File: config.mk
export PLATFORM = sky130hd
export DESIGN_NAME = fb_line_prefetch_flat
export DESIGN_NICKNAME = d
export VERILOG_FILES = /design/src/rtl/fb_line_prefetch_if.sv /design/src/rtl/fb_line_prefetch.sv /design/src/flat_wrapper.sv
export SDC_FILE = /design/constraint.sdc
export NUM_CORES = 1
export LEC_CHECK = 0
export CAP_MARGIN = 20
export CORE_ASPECT_RATIO = 0.8
export CORE_MARGIN = 2
export CORE_UTILIZATION = 30
export DETAILED_ROUTE_END_ITERATION = 16
export PLACE_DENSITY = 0.56
export SLEW_MARGIN = 20
export SYNTH_ARGS = -nofsm -noshare
export SYNTH_HDL_FRONTEND = slang
export SYNTH_SLANG_ARGS = --single-unit
File: constraint.sdc
create_clock -name clk -period 5.5 [get_ports clk]
set_input_delay 0.55 -clock clk [delete_from_list [all_inputs] [get_ports clk]]
set_output_delay 0.55 -clock clk [all_outputs]
set_load 0.02 [all_outputs]
File: src/rtl/fb_line_prefetch_if.sv
// SDRAM read-burst and pixel-FIFO write signals shared by the line prefetcher
// and its neighbours.
interface fb_line_prefetch_if #(
    parameter int unsigned DATA_WIDTH = 32,
    parameter int unsigned ADDR_WIDTH = 24
);
    logic                  req;
    logic [ADDR_WIDTH-1:0] req_addr;
    logic                  req_ack;
    logic                  rd_valid;
    logic [DATA_WIDTH-1:0] rd_data;
    logic                  fifo_wr_en;
    logic [DATA_WIDTH-1:0] fifo_data;
    logic                  fifo_rd_en;
    logic                  fifo_empty;

    modport master (
        output req, req_addr, fifo_wr_en, fifo_data,
        input  req_ack, rd_valid, rd_data, fifo_rd_en, fifo_empty
    );

    modport slave (
        input  req, req_addr, fifo_wr_en, fifo_data,
        output req_ack, rd_valid, rd_data, fifo_rd_en, fifo_empty
    );
endinterface

File: src/rtl/fb_line_prefetch.sv
// Framebuffer line prefetcher: walks the frame in fixed SDRAM bursts and only requests
// a burst once the pixel FIFO is guaranteed a free slot for every beat.
module fb_line_prefetch #(
    parameter int unsigned DATA_WIDTH  = 32,
    parameter int unsigned ADDR_WIDTH  = 24,
    parameter int unsigned BURST_LEN   = 8,
    parameter int unsigned FIFO_DEPTH  = 64,
    parameter int unsigned FB_BASE     = 0,
    parameter int unsigned FRAME_WORDS = 76800
) (
    input  logic                   clk,
    input  logic                   rst_n,
    input  logic                   enable,
    input  logic                   frame_start,
    fb_line_prefetch_if.master     bus,
    output logic                   busy,
    output logic                   frame_done,
    output logic                   proto_err
);
    localparam int unsigned CW = $clog2(FIFO_DEPTH) + 1;
    localparam int unsigned BW = (BURST_LEN > 1) ? $clog2(BURST_LEN) : 1;
    localparam int unsigned WW = $clog2(FRAME_WORDS + 1);

    localparam logic [CW-1:0]         BurstCredits = CW'(BURST_LEN);
    localparam logic [CW-1:0]         FullCredits  = CW'(FIFO_DEPTH);
    localparam logic [BW-1:0]         BeatLast     = BW'(BURST_LEN - 1);
    localparam logic [WW-1:0]         BurstWords   = WW'(BURST_LEN);
    localparam logic [WW-1:0]         FrameWords   = WW'(FRAME_WORDS);
    localparam logic [ADDR_WIDTH-1:0] BaseAddr     = ADDR_WIDTH'(FB_BASE);
    localparam logic [ADDR_WIDTH-1:0] BurstStride  = ADDR_WIDTH'(BURST_LEN);

    typedef enum logic [1:0] {StIdle, StWaitCredit, StReq, StData} state_e;

    state_e                state_q, state_d;
    logic [CW-1:0]         credits_q, credits_d;
    logic [BW-1:0]         beat_q, beat_d;
    logic [WW-1:0]         word_q, word_d;
    logic [ADDR_WIDTH-1:0] addr_q, addr_d;
    logic                  wr_en_q;
    logic [DATA_WIDTH-1:0] data_q;
    logic                  done_q;
    logic                  err_q;

    logic accept, pop, last_beat, frame_end;

    assign accept    = (state_q == StReq) && bus.req_ack;
    // A pop of an empty FIFO still frees a slot when it coincides with our write.
    assign pop       = bus.fifo_rd_en && (!bus.fifo_empty || wr_en_q);
    assign last_beat = (state_q == StData) && bus.rd_valid && (beat_q == BeatLast);
    assign frame_end = last_beat && ((word_q + BurstWords) == FrameWords);

    always_comb begin
        state_d   = state_q;
        addr_d    = addr_q;
        word_d    = word_q;
        beat_d    = beat_q;
        credits_d = credits_q + {{(CW-1){1'b0}}, pop} - (accept ? BurstCredits : '0);
        unique case (state_q)
            StIdle: begin
                if (frame_start && enable) begin
                    state_d = StWaitCredit;
                    addr_d  = BaseAddr;
                    word_d  = '0;
                end
            end
            StWaitCredit: begin
                if (!enable) begin
                    state_d = StIdle;
                end else if (credits_q >= BurstCredits) begin
                    state_d = StReq;
                end
            end
            StReq: begin
                if (bus.req_ack) begin
                    state_d = StData;
                    beat_d  = '0;
                end
            end
            StData: begin
                if (bus.rd_valid) begin
                    beat_d = beat_q + 1'b1;
                    if (last_beat) begin
                        addr_d  = addr_q + BurstStride;
                        word_d  = word_q + BurstWords;
                        state_d = (frame_end || !enable) ? StIdle : StWaitCredit;
                    end
                end
            end
            default: state_d = StIdle;
        endcase
    end

    always_ff @(posedge clk or negedge rst_n) begin
        if (!rst_n) begin
            state_q   <= StIdle;
            credits_q <= FullCredits;
            beat_q    <= '0;
            word_q    <= '0;
            addr_q    <= BaseAddr;
            wr_en_q   <= 1'b0;
            data_q    <= '0;
            done_q    <= 1'b0;
            err_q     <= 1'b0;
        end else begin
            state_q   <= state_d;
            credits_q <= credits_d;
            beat_q    <= beat_d;
            word_q    <= word_d;
            addr_q    <= addr_d;
            wr_en_q   <= bus.rd_valid && (state_q == StData);
            data_q    <= bus.rd_data;
            done_q    <= frame_end;
            err_q     <= err_q || (bus.rd_valid && (state_q != StData));
        end
    end

    assign bus.req        = (state_q == StReq);
    assign bus.req_addr   = addr_q;
    assign bus.fifo_wr_en = wr_en_q;
    assign bus.fifo_data  = data_q;
    assign busy           = (state_q != StIdle);
    assign frame_done     = done_q;
    assign proto_err      = err_q;

    credit_bound: assert property (@(posedge clk) disable iff (!rst_n)
        credits_q <= FullCredits);
endmodule

File: src/flat_wrapper.sv
// flat-port wrapper written by rule: the top's interface ports become plain ports
module fb_line_prefetch_flat 
#(
    parameter int unsigned DATA_WIDTH  = 32,
    parameter int unsigned ADDR_WIDTH  = 24,
    parameter int unsigned BURST_LEN   = 8,
    parameter int unsigned FIFO_DEPTH  = 64,
    parameter int unsigned FB_BASE     = 0,
    parameter int unsigned FRAME_WORDS = 76800
)
  (clk, rst_n, enable, frame_start, busy, frame_done, proto_err, bus_req, bus_req_addr, bus_fifo_wr_en, bus_fifo_data, bus_req_ack, bus_rd_valid, bus_rd_data, bus_fifo_rd_en, bus_fifo_empty);
  fb_line_prefetch_if #(.DATA_WIDTH(DATA_WIDTH), .ADDR_WIDTH(ADDR_WIDTH)) bus_i ();
  input  logic clk;
  input  logic rst_n;
  input  logic enable;
  input  logic frame_start;
  output logic busy;
  output logic frame_done;
  output logic proto_err;
  output wire logic [$bits(bus_i.req)-1:0] bus_req;
  output wire logic [$bits(bus_i.req_addr)-1:0] bus_req_addr;
  output wire logic [$bits(bus_i.fifo_wr_en)-1:0] bus_fifo_wr_en;
  output wire logic [$bits(bus_i.fifo_data)-1:0] bus_fifo_data;
  input wire logic [$bits(bus_i.req_ack)-1:0] bus_req_ack;
  input wire logic [$bits(bus_i.rd_valid)-1:0] bus_rd_valid;
  input wire logic [$bits(bus_i.rd_data)-1:0] bus_rd_data;
  input wire logic [$bits(bus_i.fifo_rd_en)-1:0] bus_fifo_rd_en;
  input wire logic [$bits(bus_i.fifo_empty)-1:0] bus_fifo_empty;
  assign bus_req = bus_i.req;
  assign bus_req_addr = bus_i.req_addr;
  assign bus_fifo_wr_en = bus_i.fifo_wr_en;
  assign bus_fifo_data = bus_i.fifo_data;
  assign bus_i.req_ack = bus_req_ack;
  assign bus_i.rd_valid = bus_rd_valid;
  assign bus_i.rd_data = bus_rd_data;
  assign bus_i.fifo_rd_en = bus_fifo_rd_en;
  assign bus_i.fifo_empty = bus_fifo_empty;
  fb_line_prefetch #(.DATA_WIDTH(DATA_WIDTH), .ADDR_WIDTH(ADDR_WIDTH), .BURST_LEN(BURST_LEN), .FIFO_DEPTH(FIFO_DEPTH), .FB_BASE(FB_BASE), .FRAME_WORDS(FRAME_WORDS)) u_core (.clk(clk), .rst_n(rst_n), .enable(enable), .frame_start(frame_start), .bus(bus_i), .busy(busy), .frame_done(frame_done), .proto_err(proto_err));
endmodule
-- Word-level counts from Yosys, hierarchy flattened
Index checks and enable logic that the tools add are counted.
W data, S select, Z words.
- add/sub/neg operators: 5
- order comparisons: 1
- equality and inequality tests: 11
- mux-type cells: 20
- reduce and logical (&&, ||, !) cells: 19
- operators with widths (kind ; count):
    $mux W24 ; 3
    $mux W17 ; 3
    $pmux W24 S2 ; 1
    $pmux W17 S2 ; 1
    $add A24 B4 Y24 const B ; 1
    $add A17 B4 Y17 const B ; 1
    $eq A17 B17 Y1 const B ; 1
    $mux W2 ; 6
    $pmux W2 S4 ; 1
    $add A7 B1 Y7 ; 1
    $ge A7 B4 Y1 const B ; 1
    $logic_and A1 B1 Y1 ; 7
    $sub A7 B7 Y7 ; 1
    $mux W3 ; 2
    $ne A2 B1 Y1 const B ; 3
    $pmux W3 S2 ; 1
    $reduce_bool A2 Y1 ; 3
    $reduce_and A5 Y1 ; 1
    $eq A2 B2 Y1 const B ; 2
    $mux W4 ; 1
    $ne A2 B2 Y1 const B ; 2
    $reduce_and A4 Y1 ; 1
    $add A3 B1 Y3 const B ; 1
    $eq A3 B3 Y1 const B ; 1
    other kinds (7) ; 10
- register bits: 88
- bits of input ports: 40
- output and inout port bits: 61
- word-level logic and storage cells: 65

-- Logic depth before layout (Yosys ltp)
Gate-level depths: netlist of the first run.
- depth in word-level cells: 9
- gate-level depth with buffers: 10
- gate-level depth less buffers: 10

-- Worst setup path after synthesis of the first run
No wires, ideal clock.
- path type: flip-flop to flip-flop
- from: reg u_core.state_q[1]
- to: reg u_core.credits_q[6]
- library setup time: 0.075 ns
- arrival: 2.251 ns
- data required time: 5.425 ns
- slack: 3.175 ns
- cell stages (with the launch flop): 10
- buffers on the path: 1
- period minus slack after synthesis: 2.325 ns
- cell sequence: dfrtp_1 clkbuf_1 nor2b_1 nand2_1 ha_1 ha_1 a21oi_1 o21bai_1 a21oi_1 xor2_1
- word-level cells in the longest chain between the ends: 4
- ends and longest elaborated chain (item ; line ; RTL):
    start: declaration ; fb_line_prefetch.sv:34 ; state_e state_q, state_d;
    start signal: assignment ; fb_line_prefetch.sv:95 ; state_q <= StIdle;
    start signal: assignment ; fb_line_prefetch.sv:105 ; state_q <= state_d;
    $eq A2 B2 Y1 ; n/a ;
    net bus_req ; flat_wrapper.sv:20 ; output wire logic [$bits(bus_i.req)-1:0] bus_req;
    $logic_and A1 B1 Y1 ; fb_line_prefetch.sv:46 ; assign accept = (state_q == StReq) && bus.req_ack;
    $mux W4 ; fb_line_prefetch.sv:57 ; credits_d = credits_q + {{(CW-1){1'b0}}, pop} - (accept ? BurstCredits : '0);
    $sub A7 B7 Y7 ; fb_line_prefetch.sv:57 ;
    net u_core.credits_d[6] ; fb_line_prefetch.sv:35 ; logic [CW-1:0] credits_q, credits_d;
    end signal: assignment ; fb_line_prefetch.sv:96 ; credits_q <= FullCredits;
    end signal: assignment ; fb_line_prefetch.sv:106 ; credits_q <= credits_d;
    end: declaration ; fb_line_prefetch.sv:35 ;
The timed path passes the listed nets, and every way through them passes these cells.
A chain may end at the register's enable or synchronous reset.

-- Worst setup path in the final report of the first run
- from: reg u_core.beat_q[0]
- to: reg u_core.word_q[11]
- word-level cells in the longest chain between the ends: 4
- ends and longest elaborated chain (item ; line ; RTL):
    start: declaration ; fb_line_prefetch.sv:36 ; logic [BW-1:0] beat_q, beat_d;
    start signal: assignment ; fb_line_prefetch.sv:107 ; beat_q <= beat_d;
    $eq A3 B3 Y1 ; fb_line_prefetch.sv:49 ; assign last_beat = (state_q == StData) && bus.rd_valid && (beat_q == BeatLast);
    $logic_and A1 B1 Y1 ; fb_line_prefetch.sv:49 ;
    $ne A2 B1 Y1 (no line) ; n/a ;
    $reduce_and A4 Y1 (no line) ; n/a ;
    end signal: assignment ; fb_line_prefetch.sv:108 ; word_q <= word_d;
    end: declaration ; fb_line_prefetch.sv:37 ; logic [WW-1:0] word_q, word_d;
Every way passes these cells.

==> results of run 1 <==
[stage by stage]
step                power (mW)  worst slack [ns]
floorplan                 1.02              3.17
global placement          1.15              2.75
detailed placement        1.17              2.73
CTS                       1.82              3.01
global route              1.90              2.81
finish                    1.79              3.04
[logic make-up (layout without fill, tap and decap cells)]
group	count (synthesis)	after routing	synth area share, %
and+or+nand+nor	114	114	16.3
DFF	82	82	55.1
AOI/OAI and AO/OA	64	64	11.3
buffers and inverters	37	130	4.57
xor gates and xnor gates	27	27	6.35
adders and majority gates	16	16	5.38
muxes	3	3	0.840
other	1	3	0.101
[cells in the mapped netlist, drive strengths merged (8+ instances only)]
cell    number
nand3       13
ha          16
xor2         8
nand2       22
a21oi       12
inv         16
clkbuf      11
dfrtp       81
nand4        9
o21ai       24
xnor2       19
buf         10
nor3         9
nor2        29
[power groups by stage]
stage | Sequential, mW | Clock [mW] | Combinational, mW
final | 0.724 | 0.637 | 0.433
after global routing | 0.733 | 0.683 | 0.485
after CTS | 0.724 | 0.655 | 0.440
after detailed placement | 0.733 | 0 | 0.437
after global placement | 0.732 | 0 | 0.419
after floorplan | 0.729 | 0 | 0.293
[registers in the layout, indices dropped and copies added (netlist names)]
signal and cells:
u_core.beat_q 3, u_core.bus.fifo_data 32, u_core.bus.fifo_wr_en 1, u_core.bus.req_addr 21
u_core.credits_q 7, u_core.frame_done 1, u_core.proto_err 1, u_core.state_q 2
u_core.word_q 14
[what timing repair did]
item,4_1_cts,5_1_grt
endpoints found under the hold margin,1,0
setup endpoints to repair,0,0
hold buffers,1,0
[layer usage]
| layer | track usage, % | wire length [µm] | up-vias | part of all wire (%) |
|---|---|---|---|---|
| met5 | 0 | 0 | - | 0 |
| met4 | 3.88 | 92 | 0 | 1.1 |
| met3 | 6.97 | 933 | 8 | 11 |
| met2 | 19.1 | 3640 | 109 | 44 |
| met1 | 16.3 | 3610 | 1336 | 44 |
| li1 | - | - | 1367 | - |
[cell type report]
| class | instances | area (µm²) | share of cell area, % |
|---|---|---|---|
| clock buffer | 9 | 225 | 4.40 |
| clock inverter | 6 | 90.1 | 1.76 |
| inverter | 16 | 60.1 | 1.17 |
| multi-input combinational | 227 | 1510 | 29.5 |
| sequential | 82 | 2050 | 40.1 |
| tap | 152 | 190 | 3.72 |
| timing repair buffer | 99 | 990 | 19.3 |
[worst paths after layout]
kind,slack [ns],start,end,depth (start not counted)
setup reg to reg,3.04,u_core.beat_q[0],u_core.word_q[11],6
hold / removal,0.48,u_core.proto_err,u_core.proto_err,1
max in group asynchronous,4.07,rst_n,u_core.beat_q[1],3
min in group asynchronous,0.54,rst_n,u_core.word_q[9],2
setup / recovery,3.04,u_core.beat_q[0],u_core.word_q[11],6
hold reg to reg,0.48,u_core.proto_err,u_core.proto_err,1
[placed cells by master, fill, tap and decap left out, drive strengths merged, types with 8 or more instances in the layout]
master | Yosys | final
nor3 | 9 | 9
o21ai | 24 | 24
nand3 | 13 | 13
nand4 | 9 | 9
nor2 | 29 | 29
nand2 | 22 | 22
inv | 16 | 18
clkdlybuf4s50 | 0 | 96
xor2 | 8 | 8
clkbuf | 11 | 9
ha | 16 | 16
dfrtp | 81 | 81
xnor2 | 19 | 19
a21oi | 12 | 12
==> metrics, run 1 <==
Worst EP arrival=2.67 ns; endpoint type of the worst setup path=flip-flop; post-route ant nets=0; crit-path cells=ha_1, ha_1, and4_1, nor2_1, o21ai_0, o41ai_1; hold slack=0.477 ns; total global routing overflow=0; die width=129 µm; Clk pwr share=35.5%; Most common cell on crit path=ha_1; setup bufs post-CTS=0; power per cell area=351 nW/µm²; Slew Limit Fails=0; WP data required=5.72 ns; Residual DRC=0; starting density of the core=30.6%; internal power=1.28 mW; clk slew on worst S/H paths=0.06 ns; Ys Warns=0; synth unique cells=51; Die ar.=13,300 µm²; fraction of layout cells with a size suffix above 1=6.61%; post-synth top area share=54.4%; syn_area_per_cell=10.8 µm²; number of fill cells=1,161; Gate power share=24.1%; Worst Skew=0.00273 ns; RSZ-0062 raised after global routing=false; clock latency on the worst-skew pair=0.33 ns; Avg WL per Cell=14.0 µm; TritonCTS clock tree=done; slew margin rel.=38.9%; number of I/O pins=101; post-layout util=42.1%; Final Cell Area=5120 µm²; top cells by area, synth=dfrtp_1, ha_1, xnor2_1; CP peak stage delay=0.79 ns; gpl congestion=0.768; largest net degree at the start of global routing=82; Detailed Place HPWL=5760 µm; cts bufs inserted=9; ratio of final minimum period to clock period=44.6%; fin crit period=2.46 ns; P&R area growth vs syn=37.4%; Final nets=491; Crit Path Max Fanout=16; fin cells=591; CTS root buf=clkbuf_16; Die Ht=104 µm; first-pass GRT wire length=13,600 µm; Post-DP Area=4790 µm²; DRT iter0 DRCs=121; antenna diode count=0; Rows=36; Setup Viol. Count Final=0; Sw Share=28.7%; DRT Wirelength=8270 µm; Crit Path Category=flip-flop to flip-flop; Synth async-reset ratio=100%; initial antenna violation count=0; outcome=finished clean; critical path's top delay family=simple AND/OR/NAND/NOR gates; Post-synth EDFFs=0; worst path buffer plus inverter count=0; Synth Register Bits=82; max cap viols=0; crit path launch type=flip-flop; LEAKAGE=2.17 nW; Total Routing Usage GR=12.9%; Slew @ Worst Pin=0.913 ns; CP max stage cell=nor2_1; setup TNS=0 ns; vias in the first global route=2,710; Synth area leader=dfrtp_1; Psw=0.514 mW; Clock Sinks=82; sequential-to-total area share from yosys stat=55.1%; H-tree levels=3; VDD IR max=0.226 mV; placed insts=575; Core Area=12,200 µm²; Worst Hold Class=flip-flop to flip-flop; IO buf count=97; Fmax achieved=407 MHz; Reg power frac=40.3%; Gate Count Post-Synth=344; post-synthesis cell area=3720 µm²; clock buffer depth=2; via-per-instance ratio=4.77; PostCTS Resize Cnt=0; final hold vios=0; Vias=2,820; DR pass1 iterations=4; ys flop type=dfrtp_1
Power figures use the tool's default switching activity.
==> inputs of run 2 (changes only) <==
==> constraint.sdc (replaced) <==
create_clock -name clk -period 2.3 [get_ports clk]
set_input_delay 0.23 -clock clk [delete_from_list [all_inputs] [get_ports clk]]
set_output_delay 0.23 -clock clk [all_outputs]
set_load 0.02 [all_outputs]
==> run 2 against run 1 <==
  * Register-to-register slack worse by 2.8 ns
  * Critical endpoint is now u_core.credits_q[6]
  * Routed wire length up 1.7%
  * Worst hold slack worse by 0.15 ns
  * Highest routed layer unchanged
  * Via count down 1.2%
  * Flip-flop and latch count unchanged
  * Non-clock buffer count up 8
  * Critical path depth up 2
  * Count of clock-buffer cells in the layout up 1
  * Sequential power up 140%
  * Sequential share of layout area down 0.27 points
  * Setup slack worse by 2.8 ns
==> metrics, run 2 (synthesis gave the netlist of run 1 again) <==
outcome=finished clean (unchanged); first-pass GRT wire length=14,100 µm (was 13,600 µm); DR pass1 iterations=4 (unchanged); Worst EP arrival=2.31 ns (was 2.67 ns); RSZ-0062 raised after global routing=false (unchanged); P&R area growth vs syn=38.3% (was 37.4%); total global routing overflow=0 (unchanged); Fmax achieved=488 MHz (was 407 MHz); Final nets=499 (was 491); Vias=2,787 (was 2,820); clk slew on worst S/H paths=0.07 ns (was 0.06 ns); max cap viols=0 (unchanged); post-route ant nets=0 (unchanged); Worst Skew=0.00890 ns (was 0.00273 ns); die width=129 µm (unchanged); TritonCTS clock tree=done (unchanged); Core Area=12,200 µm² (unchanged); gpl congestion=0.807 (was 0.768); IO buf count=97 (unchanged); number of I/O pins=101 (unchanged); setup TNS=0 ns (unchanged); clock latency on the worst-skew pair=0.34 ns (was 0.33 ns); DRT Wirelength=8410 µm (was 8270 µm); DRT iter0 DRCs=147 (was 121); Largest register FFs=32 (unchanged); cts bufs inserted=9 (unchanged); antenna diode count=0 (unchanged); final hold vios=0 (unchanged); vias in the first global route=2,824 (was 2,710); fraction of layout cells with a size suffix above 1=8.48% (was 6.61%); Clock Sinks=82 (unchanged); CTS root buf=clkbuf_16 (unchanged); endpoint type of the worst setup path=flip-flop (unchanged); Crit Path Category=flip-flop to flip-flop (unchanged); via-per-instance ratio=4.65 (was 4.77); fin worst setup slack=0.249 ns (was 3.04 ns); fin crit period=2.05 ns (was 2.46 ns); Total Routing Usage GR=13.4% (was 12.9%); Residual DRC=0 (unchanged); largest net degree at the start of global routing=50 (was 82); VDD IR max=0.629 mV (was 0.226 mV); most frequent cells in the layout=clkdlybuf4s50_1, dfrtp_1, nor2_1 (unchanged); Die ar.=13,300 µm² (unchanged); DP Worst Slack=0.170 ns (was 2.73 ns); Detailed Place HPWL=6070 µm (was 5760 µm); Worst Hold Class=input pin to flip-flop (was flip-flop to flip-flop); starting density of the core=30.6% (unchanged); commonest non-fill, non-tap cell in the layout=clkdlybuf4s50_1 (unchanged); overall power=4.16 mW (was 1.79 mW); ratio of final minimum period to clock period=89.2% (was 44.6%); initial antenna violation count=0 (unchanged); clock buffer depth=2 (unchanged); Slew Limit Fails=0 (unchanged); Avg WL per Cell=14.0 µm (about the same); WP data required=2.56 ns (was 5.72 ns); Rows=36 (unchanged); Setup Viol. Count Final=0 (unchanged); crit path launch type=flip-flop (unchanged); H-tree levels=3 (unchanged); Crit Path Max Fanout=8 (was 16); power per cell area=807 nW/µm² (was 351 nW/µm²); LEAKAGE=2.19 nW (was 2.17 nW); Die Ht=104 µm (unchanged)
==> run 2: cell count changes in the layout (fill, tap and decap cells not counted), sizes merged <==
| cell | change |
|---|---|
| inv | +1 |
| clkinvlp | +1 |
| buf | +8 |
| bufinv | -2 |
| clkbuf | +1 |
==> run 2: layout make-up <==
cell class	instances	area (µm²)
inverters	16	60.1
multi-input cells	227	1510
flip-flops and latches	82	2050
repair buffers	107	1060
clock buffers	10	229
clock inverters	6	50.0
fillers	1214	7010
well taps	152	190
==> run 2: where the power goes <==
group,internal (mW),switching [mW]
sequential,1.61,0.101
combinational,0.534,0.556
clock,0.745,0.614
==> run 2: per-layer routing <==
| layer | up-vias | track usage, % | part of all wire (%) |
|---|---|---|---|
| li1 | 1387 | - | - |
| met1 | 1312 | 17.1 | 46 |
| met2 | 86 | 19.5 | 44 |
| met3 | 2 | 8.26 | 9.7 |
| met4 | 0 | 2.80 | 0.32 |
| met5 | - | 0 | 0 |
==> run 2: path summary, 6_finish.rpt <==
kind	cells after the start	slack, ns	endpoint	startpoint
max reg2reg	8	0.25	u_core.credits_q[6]	u_core.state_q[0]
min	1	0.33	u_core.bus.fifo_data[11]	bus_rd_data[11]
min in group asynchronous	2	0.40	u_core.word_q[8]	rst_n
max in group asynchronous	3	1.24	u_core.credits_q[6]	rst_n
min reg2reg	1	0.50	u_core.word_q[16]	u_core.word_q[16]
max	8	0.25	u_core.credits_q[6]	u_core.state_q[0]
==> run 2: worst max-delay path, cell delays in order, from the launching register on <==
cell and delay, ns:
dfrtp_1 0.46, nor2b_2 0.21, nand2_1 0.08, ha_1 0.27
ha_1 0.32, a21oi_1 0.22, o21bai_1 0.09, a21oi_1 0.17
xor2_1 0.17
==> run 2: what timing repair did <==
item	in CTS	in global routing
setup buffers	0	0
hold endpoints to repair	33	0
hold buffers	1	0
gates resized for setup	0	0
==> run 2: through the flow <==
step | hold WS, ns | util, % | cells | cell area, µm²
final | 0.329 | 42.4 | 600 | 5150
after global placement | 0.220 | 40.0 | 583 | 4860
after floorplan | -0.0656 | - | 346 | 3730
after CTS | 0.311 | 42.4 | 600 | 5150
after detailed placement | 0.221 | 40.0 | 583 | 4860
after global routing | 0.305 | 42.4 | 600 | 5150
==> inputs of run 3 (changes only) <==
--- a/config.mk
+++ b/config.mk
@@ -8,9 +8,10 @@
 export CAP_MARGIN = 20
 export CORE_ASPECT_RATIO = 0.8
 export CORE_MARGIN = 2
-export CORE_UTILIZATION = 30
+export CORE_UTILIZATION = 48
+export CTS_CLUSTER_SIZE = 16
 export DETAILED_ROUTE_END_ITERATION = 16
-export PLACE_DENSITY = 0.56
+export PLACE_DENSITY = 0.82
 export SLEW_MARGIN = 20
 export SYNTH_ARGS = -nofsm -noshare
 export SYNTH_HDL_FRONTEND = slang
==> run 3 against run 2 <==
  * Clock skew rose by 0.0027 ns
  * Final cell count fell by 8.3%
  * First-iteration DRC count fell by 19%
  * Sequential share of layout area rose by 1.3 points
  * Die area fell by 36%
  * Flip-flop and latch count did not move
  * Final area fell by 3.1%
  * Via count rose by 4.3%
  * Utilization rose by 25 points
  * Combinational power rose by 4%
  * Worst hold slack got worse by 0.026 ns
  * Clock power fell by 26%
  * Largest cell class unchanged
==> metrics, run 3 (synthesis gave the netlist of run 1 again) <==
via-per-instance ratio=5.29 (was 4.65); clock latency on the worst-skew pair=0.35 ns (was 0.34 ns); TritonCTS clock tree=done (unchanged); Most common cell on crit path=ha_1; Die Ht=82.8 µm (was 104 µm); slew margin rel.=60.9%; initial antenna violation count=0 (unchanged); Avg WL per Cell=15.4 µm (was 14.0 µm); Crit Path Max Fanout=10 (was 8); Rows=28 (was 36); Setup Viol. Count Final=0 (unchanged); Post-DP Area=4780 µm² (was 4860 µm²); max cap viols=0 (unchanged); metal2 WL=4000 µm (was 3660 µm); Worst Hold Class=input pin to flip-flop (unchanged); CP max stage cell=and4_1 (was dfrtp_1); power per cell area=773 nW/µm² (was 807 nW/µm²); post-route ant nets=0 (unchanged); DRT Wirelength=8480 µm (was 8410 µm); starting density of the core=49.9% (was 30.6%); ratio of final minimum period to clock period=93.0% (was 89.2%); cts bufs inserted=9 (unchanged); Die ar.=8480 µm² (was 13,300 µm²); post-layout util=66.9% (was 42.4%); DRT iter0 DRCs=119 (was 147); commonest non-fill, non-tap cell in the layout=clkdlybuf4s50_1 (unchanged); Worst R2R Setup Slack=0.16 ns (was 0.25 ns); Final nets=496 (was 499); Worst Skew=0.0116 ns (was 0.00890 ns); RSZ-0062 raised after global routing=false (unchanged); antenna diode count=0 (unchanged); Fmax achieved=467 MHz (was 488 MHz); worst path buffer plus inverter count=0 (unchanged); IO buf count=97 (unchanged); fraction of layout cells with a size suffix above 1=8.76% (was 8.48%); DR pass1 iterations=4 (unchanged); clock buffer depth=2 (unchanged); register area=2050 µm² (about the same); Core Area=7460 µm² (was 12,200 µm²); gpl congestion=0.893 (was 0.807); most frequent cells in the layout=clkdlybuf4s50_1, dfrtp_1, nor2_1 (unchanged); met3 routed WL=828 µm (was 818 µm); P&R area growth vs syn=34.0% (was 38.3%); VDD IR max=0.462 mV (was 0.629 mV); Top Layer Used=met4 (unchanged); outcome=finished clean (unchanged); fin crit period=2.14 ns (was 2.05 ns); first-pass GRT wire length=13,800 µm (was 14,100 µm); WP data required=2.55 ns (was 2.56 ns); Crit Path Category=flip-flop to flip-flop (unchanged); Final Cell Area=4990 µm² (was 5150 µm²); footprint of the multi-input gates=1520 µm² (was 1510 µm²); largest net degree at the start of global routing=45 (was 50); Largest register FFs=32 (unchanged); CP peak stage delay=0.45 ns (was 0.46 ns); die width=102 µm (was 129 µm); Clock Sinks=82 (unchanged); CTS root buf=clkbuf_8 (was clkbuf_16); Worst EP arrival=2.39 ns (was 2.31 ns); DP Worst Slack=-0.00316 ns (was 0.170 ns); vias in the first global route=2,838 (was 2,824); number of fill cells=579 (was 1,214); total global routing overflow=0 (unchanged); number of I/O pins=101 (unchanged); clk slew on worst S/H paths=0.09 ns (was 0.07 ns); setup bufs post-CTS=0 (unchanged); critical path's top delay family=simple AND/OR/NAND/NOR gates (was adder cells); LEAKAGE=2.15 nW (was 2.19 nW); fin worst setup slack=0.161 ns (was 0.249 ns); Total Routing Usage GR=21.6% (was 13.4%); Vias=2,908 (was 2,787); Slew Limit Fails=0 (unchanged); crit-path cells=ha_1, ha_1, and4_1, o2111ai_4, nor4_1, xnor2_1, nor2_1 (was nor2b_2, nand2_1, ha_1, ha_1, a21oi_1, o21bai_1, a21oi_1, xor2_1); Slew @ Worst Pin=0.587 ns; H-tree levels=3 (unchanged); Residual DRC=0 (unchanged); crit path launch type=flip-flop (unchanged); final hold vios=0 (unchanged); M1 wire length=3530 µm (was 3900 µm); endpoint type of the worst setup path=flip-flop (unchanged); Detailed Place HPWL=6180 µm (was 6070 µm)
==> run 3: cell types whose count changed in the layout (fill, tap and decap cells not counted), sizes merged <==
cell	delta
clkinvlp	-2
buf	-3
clkinv	+1
inv	+1
==> run 3: worst paths after layout <==
check,from,depth (start not counted),to
hold reg to reg,u_core.proto_err,1,u_core.proto_err
min in group asynchronous,rst_n,2,u_core.word_q[9]
setup / recovery,u_core.beat_q[0],7,u_core.bus.req_addr[22]
setup reg to reg,u_core.beat_q[0],7,u_core.bus.req_addr[22]
max in group asynchronous,rst_n,3,u_core.credits_q[6]
hold / removal,bus_rd_data[4],1,u_core.bus.fifo_data[4]
==> run 3: metal layers <==
| metal | up-vias | global-route usage (%) |
|---|---|---|
| met3 | 9 | 9.63 |
| met5 | - | 0 |
| met4 | 0 | 7.20 |
| met2 | 116 | 33.5 |
| li1 | 1380 | - |
| met1 | 1403 | 27.3 |
==> run 3: power breakdown <==
part	total [mW]	switching [mW]	internal, mW
clock network	1.01	0.564	0.445
logic	1.13	0.597	0.536
registers	1.72	0.113	1.61
==> run 3: layout make-up <==
class                      instances  area share, %
multi-input combinational        227           30.4
clock buffer                      10           2.76
timing repair buffer             104           20.8
tap                              105           2.63
sequential                        82           41.2
inverter                          16           1.20
clock inverter                     6           1.10
==> run 3: through the flow <==
step / hold WS, ns / total power, mW / setup TNS, ns / std cells
finish: 0.303 / 3.86 / 0 / 550
global route: 0.280 / 4.12 / 0 / 550
CTS: 0.288 / 3.87 / 0 / 550
detailed placement: 0.241 / 2.85 / -0.00316 / 533
global placement: 0.241 / 2.77 / 0 / 533
floorplan: -0.0656 / 2.45 / 0 / 346
==> run 3: timing repair <==
action / CTS / global route
cloned: 0 / 0
resized for setup: 1 / 2
endpoints found under the setup margin: 4 / 1
hold buffers: 1 / 0
hold endpoints to repair: 38 / 0
